$ cat src/rtl/sat_counter.sv
// sat_counter: up-counter that sticks at all-ones instead of wrapping.
// Latency: increment is visible one clock after i_inc.
// Backpressure: none; i_inc is accepted every cycle, and i_clr wins over i_inc.
//
// Ports:
//   i_clk    clock
//   i_clr    synchronous clear, active high
//   i_inc    increment request
//   o_count  current count
module sat_counter #(
  parameter int WIDTH = 8
) (
  input  logic             i_clk,
  input  logic             i_clr,
  input  logic             i_inc,
  output logic [WIDTH-1:0] o_count
);

  localparam logic [WIDTH-1:0] ONE = {{(WIDTH-1){1'b0}}, 1'b1};

  logic [WIDTH-1:0] r_count;
  logic             w_at_max;

  assign w_at_max = (r_count == {WIDTH{1'b1}});

  always_ff @(posedge i_clk) begin
    if (i_clr) begin
      r_count <= '0;
    end else if (i_inc && !w_at_max) begin
      r_count <= r_count + ONE;
    end
  end

  assign o_count = r_count;

endmodule

$ cat config.mk
export PLATFORM = sky130hd
export DESIGN_NAME = sat_counter
export DESIGN_NICKNAME = d
export VERILOG_FILES = /design/src/rtl/sat_counter.sv
export SDC_FILE = /design/constraint.sdc
export NUM_CORES = 1
export LEC_CHECK = 0
export ABC_CLOCK_PERIOD_IN_PS = 1400
export CORE_AREA = 8 8 45 47
export DETAILED_ROUTE_END_ITERATION = 16
export DIE_AREA = 0 0 53 55
export PLACE_DENSITY = 0.6
export SYNTH_ARGS = -nofsm -noshare
export SYNTH_HDL_FRONTEND = slang
export SYNTH_SLANG_ARGS = --single-unit
$ cat constraint.sdc
create_clock -name i_clk -period 1.4 [get_ports i_clk]
set_input_delay 0.28 -clock i_clk [delete_from_list [all_inputs] [get_ports i_clk]]
set_output_delay 0.28 -clock i_clk [all_outputs]
set_load 0.01 [all_outputs]
==> impl_metrics.toml <==
[power_and_ir_drop]
p_leak_nw = 0.279
p_sw_w = 0.000118
powerDensity_mw_per_mm2 = 770
pwr-share-comb_pct = 13.5
power.share.sequential_pct = 48.0
internal_power_w = 0.000384
p_clk_share_pct = 38.5
switching_share_pct = 23.5
peakVddDrop_mv = 0.463

[clock_network]
clk_latency_ns = 0.26
clock-root-buffer = "clkbuf_4"
clock_path_buffers = 2
holdBufCountCts = 0
htree_levels = 1
clkTransAtPathRegs_ns = 0.06
cts_buffers = 3
cts_tree = "yes"
clkSinkCount = 8

[final_layout]
layout-drive-gt1-share_pct = 36.5
design_area_um2 = 652
multiInputGateArea_um2 = 285
fin_nets = 68
diodes = 0
n_fill_cell = 135
fin_util_pct = 47.1
final_cells = 79
largest_register_ffs = 8
seq_area_um2 = 166
syn_to_final_growth_pct = 45.9

[die]
ioPinCount = 11
die_area_mm2 = 0.00292
start_util_pct = 32.3
die_w_um = 53
coreArea_mm2 = 0.00138
row_count = 14
die_height_um = 55

[worst_setup_path]
crit_type = "register to register"
crit_path_max_fanout = 9
arrival_ns = 1.52
start_kind = "register"
required_ns = 1.55
cp-end-kind = "register"

[yosys]
synthesis.area_per_instance_um2 = 10.2
ys_ff_latch = 8
yosys_warnings = 0
muxShareOfSynthArea_pct = 8.96
synth_compound_area_share_pct = 23.2
synth_fa_ha_area_share_pct = 2.80
syn_nets = 48
syn_inst = 44
synth_top_family_by_area = "simple AND/OR/NAND/NOR gates"
synth_xor_area_share_pct = 0
synth-simple-area-share_pct = 23.2
syn-cell-area_um2 = 447
yosysSeqAreaShare_pct = 35.9
synthDistinctLibCells = 27

[placement]
gp_congestion = 0.756
io_buffers = 10
dp.cells = 75
postPlaceCellArea_um2 = 634
hpwl_um = 789

[timing]
fmax_ghz = 0.726
setup_viol = 0
drv_slew = 0
relSlewSlack_pct = 86.1
worst_pin_slew_ns = 0.206
hold_violations = 0
grt_setup_unrepaired = "true"
finalSetupTns_ns = 0
finalCritPeriodShare_pct = 98.4
fin_skew_ns = 0.00636
fin_crit_ns = 1.38

[detailed_routing]
drtIter0Drc = 8
ant_nets = 0
wl_per_cell_um = 12.9
drt-total-wl_mm = 1.02
dr.pass1.iters = 3
vias = 398
drt-vias-per-instance = 5.04
drc = 0

[outcome]
status = "complete, no violations"

[grt]
grt_usage_pct = 8.10
grt_pass1_wl_mm = 1.73
grt_overflow_total = 0
grt_pass1_vias = 388
antenna_found_initial = 0
grt_max_degree = 11

[min_path]
hold_path_class = "register to register"

[run]
maxCapViolCount = 0
==> worst paths after layout <==
path | start | to | slack (ns) | depth (start not counted)
worst max-delay path | o_count[0]$_SDFFE_PP0P_ | o_count[5]$_SDFFE_PP0P_ | 0.02 | 4
worst min-delay path | o_count[7]$_SDFFE_PP0P_ | o_count[7]$_SDFFE_PP0P_ | 0.52 | 1
worst max register to register | o_count[0]$_SDFFE_PP0P_ | o_count[5]$_SDFFE_PP0P_ | 0.02 | 4
worst min register to register | o_count[7]$_SDFFE_PP0P_ | o_count[7]$_SDFFE_PP0P_ | 0.52 | 1
==> per-stage QoR <==
step | hold slack (ns) | power (W) | setup WS, ns
after global placement | 0.498 | 0.000317 | -0.154
after detailed placement | 0.504 | 0.000319 | -0.181
final | 0.520 | 0.000502 | 0.0227
after CTS | 0.511 | 0.000515 | 0.0198
after global routing | 0.558 | 0.000536 | -0.00852
after floorplan | 0.509 | 0.000280 | -0.0307
==> kinds of logic after synthesis <==
family | after synthesis
buffers and inverters | 4
and+or+nand+nor | 16
muxes | 3
adders and majority gates | 1
AOI/OAI and AO/OA | 12
DFF | 8
==> worst max-delay path, cell delays in order, from the launching register on <==
cell and delay (ns):
dfxtp_4 0.35, ha_4 0.16, and3_4 0.22, a211oi_2 0.22, mux2_4 0.31
==> repair_timing <==
| action | in CTS | in global routing |
|---|---|---|
| buffers inserted | 0 | 0 |
| endpoints found under the setup margin | 8 | 1 |
| endpoints found under the hold margin | 0 | 0 |
| resized for setup | 9 | 0 |
==> synth_stat cells, drive strengths merged <==
master	count	area, um^2
a21boi	1	11.3
nand3	1	5.00
a21oi	3	15.0
inv	1	3.75
nand2b	2	12.5
mux2	2	30.0
nor2	2	7.51
clkbuf	1	3.75
mux2i	1	10.0
nor2b	3	18.8
and4	1	11.3
o21ba	1	10.0
a41oi	1	8.76
ha	1	12.5
buf	2	18.8
dfxtp	8	160
a211oi	4	35.0
and3	1	6.26
nor3	2	10.0
a311oi	2	23.8
and4b	1	10.0
nand4	2	18.8
nand2	1	3.75
==> routing by layer <==
metal | vias to the layer above | global-route usage (%) | share of wire, %
met5 | - | 0 | 0
met4 | 0 | 3.88 | 1.2
met3 | 2 | 4.01 | 6.1
met2 | 10 | 12.5 | 45
met1 | 179 | 9.15 | 47
li1 | 207 | - | -
==> cell usage in the layout, fill, tap and decap left out <==
| cell type | netlist | routed |
|---|---|---|
| a21boi_4 | 0 | 1 |
| nand2b_1 | 2 | 2 |
| nand3_1 | 1 | 1 |
| nor2b_1 | 3 | 3 |
| a311oi_1 | 1 | 1 |
| ha_4 | 0 | 1 |
| buf_4 | 1 | 8 |
| and3_4 | 0 | 1 |
| dfxtp_1 | 8 | 5 |
| clkdlybuf4s50_1 | 0 | 2 |
| nand4_1 | 1 | 1 |
| dlygate4sd2_1 | 0 | 8 |
| nor3_1 | 2 | 2 |
| clkbuf_1 | 1 | 1 |
| and4_4 | 1 | 1 |
| clkbuf_4 | 0 | 3 |
| a211oi_1 | 3 | 3 |
| dfxtp_4 | 0 | 1 |
| o21ba_1 | 1 | 1 |
| a311oi_2 | 1 | 1 |
| a211oi_2 | 1 | 1 |
| nand4_2 | 1 | 1 |
| nor2_1 | 2 | 2 |
| nand2_1 | 1 | 1 |
| mux2_4 | 2 | 2 |
| inv_1 | 1 | 1 |
| a41oi_1 | 1 | 1 |
| a21oi_1 | 3 | 3 |
| and4b_1 | 1 | 1 |
| dfxtp_2 | 0 | 2 |
| mux2i_1 | 1 | 1 |
==> area by class of cell <==
class	count	area share, %
repair buffers	18	23.0
flip-flops and latches	8	25.5
well taps	16	3.07
inverters	1	0.576
multi-input cells	32	43.8
clock buffers	4	4.03
==> power groups by stage <==
stage / clock network (W) / registers (W) / logic (W)
floorplan: 0 / 0.000251 / 0.0000290
global placement: 0 / 0.000245 / 0.0000718
detailed placement: 0 / 0.000246 / 0.0000731
CTS: 0.000204 / 0.000241 / 0.0000695
global route: 0.000220 / 0.000241 / 0.0000751
finish: 0.000193 / 0.000241 / 0.0000680
(Power assumes the default switching activity.)
